### config.mk
export PLATFORM = sky130hd
export DESIGN_NAME = kamus_fetch_ctrl
export DESIGN_NICKNAME = d
export VERILOG_FILES = /design/src/rtl/kamus_fetch_ctrl.sv
export SDC_FILE = /design/constraint.sdc
export NUM_CORES = 1
export LEC_CHECK = 0
export ABC_CLOCK_PERIOD_IN_PS = 3300
export BUFFER_PORTS_ARGS = -buffer_cell sky130_fd_sc_hd__buf_2
export CORE_ASPECT_RATIO = 0.6
export CORE_MARGIN = 10
export CORE_UTILIZATION = 55
export CTS_CLUSTER_DIAMETER = 60
export DETAILED_ROUTE_END_ITERATION = 10
export HOLD_SLACK_MARGIN = 0.02
export MAX_ROUTING_LAYER = met4
export PLACE_DENSITY_LB_ADDON = 0.1
export SYNTH_ARGS = -nofsm -noshare
export SYNTH_HDL_FRONTEND = slang
export SYNTH_SLANG_ARGS = --single-unit
### constraint.sdc
create_clock -name clk_i -period 3.3 [get_ports clk_i]
set_input_delay 0.99 -clock clk_i [delete_from_list [all_inputs] [get_ports clk_i]]
set_output_delay 0.99 -clock clk_i [all_outputs]
set_load 0.02 [all_outputs]
### src/rtl/kamus_fetch_ctrl.sv
// Fetch sequencer for the kamus IF stage: owns the PC, runs the single-outstanding
// imem req/gnt/rvalid handshake and feeds decode through a one-entry valid/ready register.
module kamus_fetch_ctrl #(
  parameter logic [31:0] BOOT_ADDR = 32'h0000_0000
) (
  input  logic        clk_i,
  input  logic        rst_ni,
  input  logic        fetch_en_i,
  input  logic        redirect_i,
  input  logic [31:0] redirect_addr_i,
  output logic        imem_req_o,
  output logic [31:0] imem_addr_o,
  input  logic        imem_gnt_i,
  input  logic        imem_rvalid_i,
  input  logic [31:0] imem_rdata_i,
  output logic        instr_valid_o,
  output logic [31:0] instr_o,
  output logic [31:0] instr_addr_o,
  input  logic        instr_ready_i
);

  typedef enum logic [1:0] {
    ST_IDLE = 2'd0,
    ST_REQ  = 2'd1,
    ST_WAIT = 2'd2
  } state_e;

  state_e      state_r;
  state_e      state_next_s;
  logic [31:0] pc_r;
  logic [31:0] req_addr_r;
  logic        discard_r;
  logic        instr_valid_r;
  logic [31:0] instr_r;
  logic [31:0] instr_addr_r;

  logic        issue_s;
  logic        grant_s;
  logic        resp_s;
  logic        deliver_s;
  logic [31:0] redirect_pc_s;

  // A request is only issued when its response is guaranteed a free output slot.
  assign issue_s       = fetch_en_i & (~instr_valid_r | instr_ready_i);
  assign grant_s       = (state_r == ST_REQ) & issue_s & imem_gnt_i;
  assign resp_s        = (state_r == ST_WAIT) & imem_rvalid_i;
  assign deliver_s     = resp_s & ~discard_r & ~redirect_i;
  assign redirect_pc_s = redirect_addr_i & 32'hFFFF_FFFC;

  // State register.
  always_ff @(posedge clk_i or negedge rst_ni) begin
    if (!rst_ni) begin
      state_r <= ST_IDLE;
    end else begin
      state_r <= state_next_s;
    end
  end

  // Next-state logic; redirect only changes the WAIT exit (response dropped).
  always_comb begin
    state_next_s = state_r;
    case (state_r)
      ST_IDLE: begin
        if (fetch_en_i) state_next_s = ST_REQ;
        else            state_next_s = ST_IDLE;
      end
      ST_REQ: begin
        if (grant_s)          state_next_s = ST_WAIT;
        else if (!fetch_en_i) state_next_s = ST_IDLE;
        else                  state_next_s = ST_REQ;
      end
      ST_WAIT: begin
        if (imem_rvalid_i) begin
          if (discard_r || redirect_i || fetch_en_i) state_next_s = ST_REQ;
          else                                       state_next_s = ST_IDLE;
        end else begin
          state_next_s = ST_WAIT;
        end
      end
      default: state_next_s = ST_IDLE;
    endcase
  end

  // Output decode for the memory request.
  always_comb begin
    imem_req_o = 1'b0;
    case (state_r)
      ST_REQ:  imem_req_o = issue_s;
      ST_IDLE: imem_req_o = 1'b0;
      ST_WAIT: imem_req_o = 1'b0;
      default: imem_req_o = 1'b0;
    endcase
  end

  // PC, granted-address latch and stale-response flag.
  always_ff @(posedge clk_i or negedge rst_ni) begin
    if (!rst_ni) begin
      pc_r       <= BOOT_ADDR & 32'hFFFF_FFFC;
      req_addr_r <= 32'h0000_0000;
      discard_r  <= 1'b0;
    end else begin
      if (redirect_i)     pc_r <= redirect_pc_s;
      else if (deliver_s) pc_r <= pc_r + 32'd4;
      else                pc_r <= pc_r;

      if (grant_s) req_addr_r <= pc_r;
      else         req_addr_r <= req_addr_r;

      // A redirect while a response is still owed marks that response stale.
      if (redirect_i && (((state_r == ST_WAIT) && !imem_rvalid_i) || grant_s))
        discard_r <= 1'b1;
      else if (resp_s)
        discard_r <= 1'b0;
      else
        discard_r <= discard_r;
    end
  end

  // Single-entry output register toward decode.
  always_ff @(posedge clk_i or negedge rst_ni) begin
    if (!rst_ni) begin
      instr_valid_r <= 1'b0;
      instr_r       <= 32'h0000_0000;
      instr_addr_r  <= 32'h0000_0000;
    end else begin
      if (redirect_i) begin
        instr_valid_r <= 1'b0;
      end else if (deliver_s) begin
        instr_valid_r <= 1'b1;
        instr_r       <= imem_rdata_i;
        instr_addr_r  <= req_addr_r;
      end else if (instr_valid_r && instr_ready_i) begin
        instr_valid_r <= 1'b0;
      end else begin
        instr_valid_r <= instr_valid_r;
      end
    end
  end

  assign imem_addr_o   = pc_r;
  assign instr_valid_o = instr_valid_r;
  assign instr_o       = instr_r;
  assign instr_addr_o  = instr_addr_r;

endmodule
==> flow_summary_export.csv, run 1 <==
group,metric,value,unit
outcome,status,"finished, final reports clean",
job,cap_violations,0,
synthesis,synth_top_flop_cell,"dfrtp_1",
power_and_ir_drop,p_int,3.84,mW
synthesis,avgSynthCellArea,12.7,µm²
die,die_w,148,µm
synthesis,synth_area,0.00540,mm²
cts,postCtsHoldBufs,0,
cells_and_area,layout.nets,663,
grt,grt_pass1_vias,4330,
hold_path,min_path_type,"flop to flop",
synthesis,synth_edf_count,0,
synthesis,ys_seq_area_share,58.4,%
power_and_ir_drop,p_per_area,808,mW/mm²
detailed_routing,routed_wl,14.3,mm
synthesis,ys_seq_elements,126,
cells_and_area,drive_gt1_share,49.2,%
power_and_ir_drop,comb_power_share,26.0,%
sta,max_freq,0.372,GHz
setup_path,critPathLaunchType,"input port",
die,initial_core_util,57.7,%
power_and_ir_drop,p_sw,1.76,mW
detailed_routing,drt_iter0_drc,279,
power_and_ir_drop,ir_drop,535,µV
die,num_io_pins,169,
cts,cts_made_buffers,17,
synthesis,async_flop_share,100,%
power_and_ir_drop,cellLeakagePower,3.33,nW
placement,port_buffers,162,
cts,clock_path_buffers,2,
sta,fin_setup_tns,0,ps
sta,hold_viol,0,
placement,place_congestion,0.792,
die,dieArea,0.0143,mm²
sta,finalSetupViolCount,0,
die,fp-row-count,27,
cells_and_area,final_util,74.1,%
grt,grtUsageTotal,20.3,%
grt,grt_max_degree,56,
setup_path,end_kind,"primary output",
placement,place_hpwl,10.1,mm
detailed_routing,num_vias,4083,
power_and_ir_drop,seq_power_share,40.9,%
grt,grt_overflow,0,
cts,cts.clk_slew.worst_paths,50,ps
sta,fin_skew,9.35,ps
grt,grt_first_pass_wirelength,22.9,mm
sta,maxSlewViolCount,0,
cts,cts_tree,"yes",
detailed_routing,ant_nets,0,
detailed_routing,wl_per_cell,19.4,µm
cells_and_area,area_growth,28.5,%
die,fp.coreArea,0.00936,mm²
sta,relSlewSlack,61.8,%
power_and_ir_drop,pwr-share-clk,33.2,%
synthesis,synth_cell_types,40,
detailed_routing,drtPass1Iterations,4,
synthesis,yosys_warnings,0,
cts,cts_root_buffer,"clkbuf_16",
sta,period_share,81.4,%
cts,cts_resized,0,
sta,worst_pin_slew,573,ps
detailed_routing,viasPerCell,5.55,
sta,fin_crit,2690,ps
die,die_h,96.7,µm
power_and_ir_drop,swShare,31.4,%
sta,grt_setup_unrepaired,"false",
detailed_routing,route.detailed.drc,0,
setup_path,path_class,"input port to primary output",
synthesis,netlist_instances,425,
cts,numClockSinks,126,
cells_and_area,nFillCells,663,
setup_path,worstPathArrival,1700,ps
setup_path,path_max_fanout,2,
cts,post_cts_buffers,0,
cts,insertion_delay,400,ps
grt,antenna_found_initial,1,
cts,htreeDepth,4,
setup_path,worstPathRequired,2310,ps
[area by class of cell]
class / instances / area (µm²) / share of cell area, %
antenna: 2 / 5.00 / 0.0722
clock buffer: 20 / 447 / 6.44
clock inverter: 12 / 144 / 2.08
timing repair buffer: 171 / 893 / 12.9
multi-input combinational: 266 / 2100 / 30.2
inverter: 9 / 33.8 / 0.487
sequential: 126 / 3150 / 45.5
tap: 130 / 163 / 2.35
[routing by layer]
metal | routed length, µm | track usage [%] | vias up | part of all wire (%)
met5 | 0 | - | - | 0
met4 | 193 | 6.93 | 0 | 1.3
met3 | 1120 | 6.31 | 25 | 7.8
met2 | 6740 | 31.2 | 155 | 47
met1 | 6250 | 24.8 | 2023 | 44
li1 | - | - | 1880 | -
[cells in the mapped netlist (3+ instances only)]
library cell	count	share of area [%]
nand3_1	6	0.56
nand4_1	4	0.46
a31oi_1	15	1.7
or3_1	7	0.81
nor3_1	3	0.28
o31ai_1	12	1.7
buf_2	9	0.83
nor4_1	5	0.58
mux2_2	90	19
buf_4	5	0.70
xor2_1	3	0.49
and3_1	4	0.46
nor2_1	20	1.4
inv_1	8	0.56
clkbuf_1	11	0.77
xnor2_1	7	1.1
o211ai_1	3	0.42
dfrtp_1	126	58
o21ai_0	17	1.6
or4_1	14	1.9
nand2_1	29	2.0
[metrics by stage]
step	worst slack (ps)	cells	hold WS (ps)	area [µm²]	total power [mW]
2_1_floorplan	741	428	459	5410	3.18
3_3_place_gp	563	702	467	6340	3.71
3_5_place_dp	521	702	479	6340	3.78
4_1_cts	618	734	489	6930	5.66
5_1_grt	565	735	505	6930	5.87
6_report	615	736	486	6930	5.60
[logic make-up (layout without fill, tap and decap cells)]
family          count (synthesis)  count (layout)  share of synthesized area [%]
simple gates                  105             105                           10.8
buf+inv                        36             212                           3.06
xor+xnor                       10              10                           1.62
fa+ha+maj                       1               1                          0.232
flops                         126             126                           58.4
other cells                     1               6                         0.0695
mux                            94              94                           19.6
compound gates                 52              52                           6.19
[layout by cell type (no fill, tap or decap), types with 7 or more instances in the layout]
master / n
a31oi_1: 15
buf_2: 161
buf_4: 9
clkbuf_16: 17
dfrtp_1: 126
inv_1: 8
mux2_2: 90
nand2_1: 29
nor2_1: 19
o21ai_0: 17
o31ai_1: 12
or3_1: 7
or4_1: 14
xnor2_1: 7
[final timing paths]
check | from | end | slack, ps | depth (start not counted)
min in group asynchronous | rst_ni | req_addr_r[19] | 550 | 1
worst max register to register | imem_addr_o[2] | imem_addr_o[20] | 990 | 5
worst min register to register | req_addr_r[2] | instr_addr_o[2] | 490 | 1
worst min-delay path | req_addr_r[2] | instr_addr_o[2] | 490 | 1
max in group asynchronous | rst_ni | req_addr_r[30] | 2070 | 2
worst max-delay path | instr_ready_i | imem_req_o | 610 | 4
[sequential cells by signal, summed over array words and instances, names as in the netlist]
register       count
discard_r          1
imem_addr_o       30
instr_addr_o      30
instr_o           32
instr_valid_o      1
req_addr_r        30
state_r            2
[worst max-delay path: stages]
cell and delay, ps:
buf_2 80, nor2b_1 50, nor3_1 330, buf_2 250
[power by group through the flow]
stage	combinational (mW)	sequential, mW	clock [mW]
6_report	1.46	2.29	1.86
5_1_grt	1.57	2.35	1.95
4_1_cts	1.49	2.29	1.88
3_5_place_dp	1.48	2.30	0
3_3_place_gp	1.44	2.27	0
2_1_floorplan	0.489	2.69	0
(Power assumes the default switching activity.)
==> run 2, diff against run 1 <==
ABC_CLOCK_PERIOD_IN_PS = 2700   (was 3300)
CORE_UTILIZATION = 51   (was 55)
clock period = 2.7 ns   (was 3.3 ns; I/O delays follow)
==> flow_summary_export.csv, run 2 (synthesized netlist as in run 1, its figures left out) <==
group,metric,value,unit
cts,cts_tree,"yes",
sta,relSlewSlack,60.3,%
die,fp-row-count,28,
sta,fin_setup_tns,0,ps
setup_path,crit_chain,"ha_1 > nand2_1 > or3_1 > or4_1 > a31oi_1",
placement,pre_cts_ws,369,ps
detailed_routing,ant_nets,0,
grt,grtUsageTotal,18.7,%
sta,hold_viol,0,
outcome,status,"finished, final reports clean",
power_and_ir_drop,p_per_area,967,mW/mm²
cts,cts_made_buffers,17,
detailed_routing,routed_wl,13.9,mm
power_and_ir_drop,cellLeakagePower,3.34,nW
grt,grt_first_pass_wirelength,22.2,mm
grt,grtUsageMet1,22.1,%
cts,clock_path_buffers,2,
grt,gr-usage-met3,7.66,%
die,die_h,99.7,µm
cells_and_area,final_util,69.1,%
sta,period_share,84.7,%
detailed_routing,viasPerCell,5.41,
sta,fin_crit,2290,ps
sta,fin_hold_ws,349,ps
cts,cts_root_buffer,"clkbuf_16",
cells_and_area,final_cell_area,0.00698,mm²
sta,grt_setup_unrepaired,"false",
detailed_routing,wl_per_cell,18.7,µm
grt,antenna_found_initial,1,
detailed_routing,num_vias,4023,
power_and_ir_drop,ir_drop,726,µV
placement,placement.cell_area,0.00640,mm²
placement,place_congestion,0.776,
detailed_routing,drtPass1Iterations,4,
setup_path,path_class,"flop to flop",
setup_path,worstPathRequired,3020,ps
sta,max_freq,0.437,GHz
grt,top_usage_layer,"met2",
sta,fin_ws,414,ps
die,dieArea,0.0152,mm²
cts,insertion_delay,410,ps
cts,numClockSinks,126,
cts,cts_resized,0,
placement,place_hpwl,10.1,mm
die,die_w,153,µm
cts,htreeDepth,4,
cts,post_cts_buffers,0,
job,cap_violations,0,
sta,worst_pin_slew,595,ps
grt,grt_max_degree,52,
detailed_routing,drt_iter0_drc,247,
cells_and_area,layout_commonest_cell,"buf_2",
setup_path,path_max_fanout,16,
setup_path,worstPathArrival,2610,ps
cells_and_area,area_growth,29.3,%
grt,grt_overflow,0,
die,fp.coreArea,0.0101,mm²
die,num_io_pins,169,
sta,finalSetupViolCount,0,
cts,postCtsHoldBufs,0,
cts,cts.clk_slew.worst_paths,60,ps
hold_path,min_path_type,"input port to async pin",
setup_path,end_kind,"flop",
die,initial_core_util,53.5,%
sta,maxSlewViolCount,0,
cells_and_area,drive_gt1_share,49.3,%
setup_path,critPathLaunchType,"flop",
cells_and_area,largest_register_ffs,32,
detailed_routing,route.detailed.drc,0,
grt,grt_pass1_vias,4276,
cells_and_area,layout.nets,666,
placement,port_buffers,162,
setup_path,max_stage_delay,640,ps
cells_and_area,layout_common_cells,"buf_2, dfrtp_1, mux2_2, nand2_1, nor2_1",
grt,grt.met2_usage,28.8,%
sta,fin_skew,6.54,ps
setup_path,crit_path_top_delay_cell,"or3_1",
==> run 2: metrics by stage <==
| step | total power [mW] | std cells |
|---|---|---|
| after floorplan | 3.89 | 428 |
| after global placement | 4.54 | 710 |
| after detailed placement | 4.64 | 710 |
| after CTS | 6.83 | 742 |
| after global routing | 7.10 | 743 |
| final | 6.75 | 743 |
==> run 2: power breakdown <==
part / total [mW] / internal [mW] / switching [mW] / leakage, nW
sequential: 2.79 / 2.47 / 0.323 / 1.56
clock: 2.18 / 1.38 / 0.802 / 0.277
combinational: 1.78 / 0.772 / 1.01 / 1.51
==> run 2: cell type report <==
type	count	area [µm²]
Sequential cell	126	3150
Fill cell	757	3110
Multi-Input combinational cell	266	2100
Timing Repair Buffer	174	953
Clock buffer	21	450
Tap cell	135	169
Clock inverter	11	118
Inverter	9	33.8
Antenna cell	1	2.50
==> run 2: layer usage <==
| layer | vias to the layer above | routed length, µm |
|---|---|---|
| met5 | - | 0 |
| li1 | 1890 | - |
| met3 | 12 | 1080 |
| met2 | 122 | 6430 |
| met1 | 1999 | 6320 |
| met4 | 0 | 101 |
==> run 2: worst paths after layout <==
check | start | end | slack [ps] | depth (start not counted)
max in group asynchronous | rst_ni | instr_o[15] | 1730 | 2
worst min register to register | instr_addr_o[29] | instr_addr_o[29] | 490 | 1
worst max-delay path | imem_addr_o[2] | imem_addr_o[14] | 410 | 5
worst min-delay path | rst_ni | req_addr_r[19] | 350 | 1
worst max register to register | imem_addr_o[2] | imem_addr_o[14] | 410 | 5
min in group clk_i | instr_addr_o[29] | instr_addr_o[29] | 490 | 1
==> run 2: worst max-delay path, delay by kind of cell, from the launching register on <==
kind,cells,cell delay [ps]
flops,1,420
fa+ha+maj,1,250
compound gates,1,180
simple gates,3,1350
==> run 3, diff against run 2 <==
ABC_CLOCK_PERIOD_IN_PS = 2200   (was 2700)
clock period = 2.2 ns   (was 2.7 ns; I/O delays follow)
==> flow_summary_export.csv, run 3 (synthesized netlist as in run 1, its figures left out) <==
group,metric,value,unit
outcome,status,"finished, final reports clean",
setup_path,max_stage_delay,360,ps
sta,hold_viol,0,
grt,grtUsageTotal,18.9,%
hold_path,min_path_type,"input port to async pin",
setup_path,rr_endpoint,"imem_addr_o[21]",
cts,cts_made_buffers,17,
job,cap_violations,0,
die,fp.coreArea,0.0101,mm²
sta,relSlewSlack,55.8,%
setup_path,worstPathArrival,1380,ps
cells_and_area,largest_register_ffs,32,
sta,finalSetupViolCount,0,
setup_path,path_class,"flop to primary output",
sta,fin_crit,2040,ps
setup_path,r2r_cells,6,
sta,fin_setup_tns,0,ps
die,dieArea,0.0152,mm²
detailed_routing,route.detailed.drc,0,
power_and_ir_drop,pwr-share-clk,35.3,%
die,die_w,153,µm
setup_path,worstPathRequired,1540,ps
detailed_routing,drtPass1Iterations,4,
detailed_routing,wl_per_cell,18.4,µm
detailed_routing,routed_wl,13.8,mm
setup_path,path_buf_inv,1,
cells_and_area,regArea,0.00315,mm²
power_and_ir_drop,p_int,6.02,mW
sta,maxSlewViolCount,0,
sta,grt_setup_unrepaired,"false",
sta,worst_pin_slew,663,ps
placement,port_buffers,162,
power_and_ir_drop,seq_power_share,39.2,%
power_and_ir_drop,cellLeakagePower,3.42,nW
die,initial_core_util,53.5,%
grt,grt_max_degree,127,
cells_and_area,layout_commonest_cell,"buf_2",
setup_path,crit_family,"simple AND/OR/NAND/NOR gates",
placement,placement.cell_area,0.00646,mm²
cts,numClockSinks,126,
cells_and_area,layout_common_cells,"buf_2, dfrtp_1, mux2_2, nand2_1, nor2_1",
grt,antenna_found_initial,1,
cells_and_area,area_growth,32.1,%
cts,insertion_delay,410,ps
setup_path,ff2ff_setup_slack,210,ps
cts,post_cts_buffers,0,
cells_and_area,multi_input_area,0.00211,mm²
cells_and_area,drive_gt1_share,50.7,%
power_and_ir_drop,ir_drop,739,µV
setup_path,path_max_fanout,2,
power_and_ir_drop,p_sw,2.65,mW
cts,cts.clk_slew.worst_paths,60,ps
detailed_routing,drt_iter0_drc,238,
setup_path,crit_path_top_delay_cell,"dfrtp_1",
cts,cts_root_buffer,"clkbuf_16",
grt,grt_overflow,0,
setup_path,crit_chain,"nor2b_1 > nor3_1 > buf_2",
power_and_ir_drop,comb_power_share,25.4,%
die,die_h,99.7,µm
power_and_ir_drop,p_per_area,1220,mW/mm²
setup_path,critPathLaunchType,"flop",
grt,grt_pass1_vias,4257,
cts,cts_tree,"yes",
detailed_routing,ant_nets,0,
placement,place_congestion,0.765,
sta,fin_skew,8.47,ps
sta,period_share,92.7,%
setup_path,timing.rr.start,"imem_addr_o[2]",
die,fp-row-count,28,
cts,htreeDepth,4,
cts,clock_path_buffers,2,
die,num_io_pins,169,
power_and_ir_drop,swShare,30.5,%
detailed_routing,viasPerCell,5.36,
setup_path,end_kind,"primary output",
grt,grt_first_pass_wirelength,22.6,mm
cts,postCtsHoldBufs,0,
sta,max_freq,0.490,GHz
cells_and_area,nFillCells,759,
placement,place_hpwl,9.90,mm
cells_and_area,layout.nets,673,
cells_and_area,final_cell_area,0.00713,mm²
detailed_routing,num_vias,4021,
-- run 3: changes by cell type in the layout (fill, tap and decap cells not counted), sizes merged --
cell and delta:
buf +7, bufinv +3, clkbuf -3, clkinv +1, clkinvlp -1
-- run 3: area by class of cell --
cell class              count  share of cell area [%]
well taps                 135                    2.37
diodes                      1                  0.0351
clock buffers              18                    6.16
inverters                   9                   0.474
flip-flops and latches    126                    44.2
multi-input cells         266                    29.6
repair buffers            181                    14.1
clock inverters            14                    3.04
-- run 3: timing repair --
| action | in CTS | in global routing |
|---|---|---|
| setup endpoints to repair | 0 | 6 |
| resized for setup | 0 | 2 |
| hold endpoints to repair | 0 | 0 |
-- run 3: worst max path at each step --
stage / startpoint / to / slack (ps) / cells past startpoint
global placement: imem_rvalid_i / imem_addr_o[24] / 100 / 6
CTS: imem_addr_o[3] / imem_addr_o[20] / 60 / 5
global route: imem_addr_o[3] / imem_addr_o[20] / 90 / 5
finish: instr_valid_o / imem_req_o / 160 / 3
detailed placement: imem_rvalid_i / imem_addr_o[25] / 30 / 6
floorplan: instr_ready_i / req_addr_r[10] / 10 / 5
-- run 3: power by group through the flow --
stage / Combinational (mW) / Clock (mW) / Sequential (mW)
floorplan: 0.734 / 0 / 4.04
global placement: 2.20 / 0 / 3.39
detailed placement: 2.25 / 0 / 3.44
CTS: 2.26 / 3.11 / 3.41
global route: 2.39 / 3.23 / 3.51
finish: 2.21 / 3.07 / 3.40
-- run 3: worst reg2reg max path: cells and delay by family, from the launching register on --
family | cells | cell delay (ps)
AND/OR/NAND/NOR | 3 | 1060
flip-flops | 1 | 350
buffers and inverters | 2 | 330
AO/OA/AOI/OAI | 1 | 170
-- run 3: through the flow --
stage	instances	hold WS [ps]	utilization (%)	setup slack (ps)	power (mW)
after floorplan	428	364	-	9.99	4.77
after global placement	717	465	64.0	103	5.59
after detailed placement	717	470	64.0	35.0	5.70
after CTS	749	381	70.5	64.5	8.78
after global routing	750	402	70.6	86.2	9.13
final	750	334	70.6	161	8.67
-- run 3: per-layer routing --
metal / routed length [µm] / vias up / track usage (%)
met5: 0 / - / -
met4: 179 / 0 / 5.18
met3: 922 / 20 / 6.75
met2: 6270 / 134 / 28.0
met1: 6460 / 1957 / 24.2
li1: - / 1910 / -
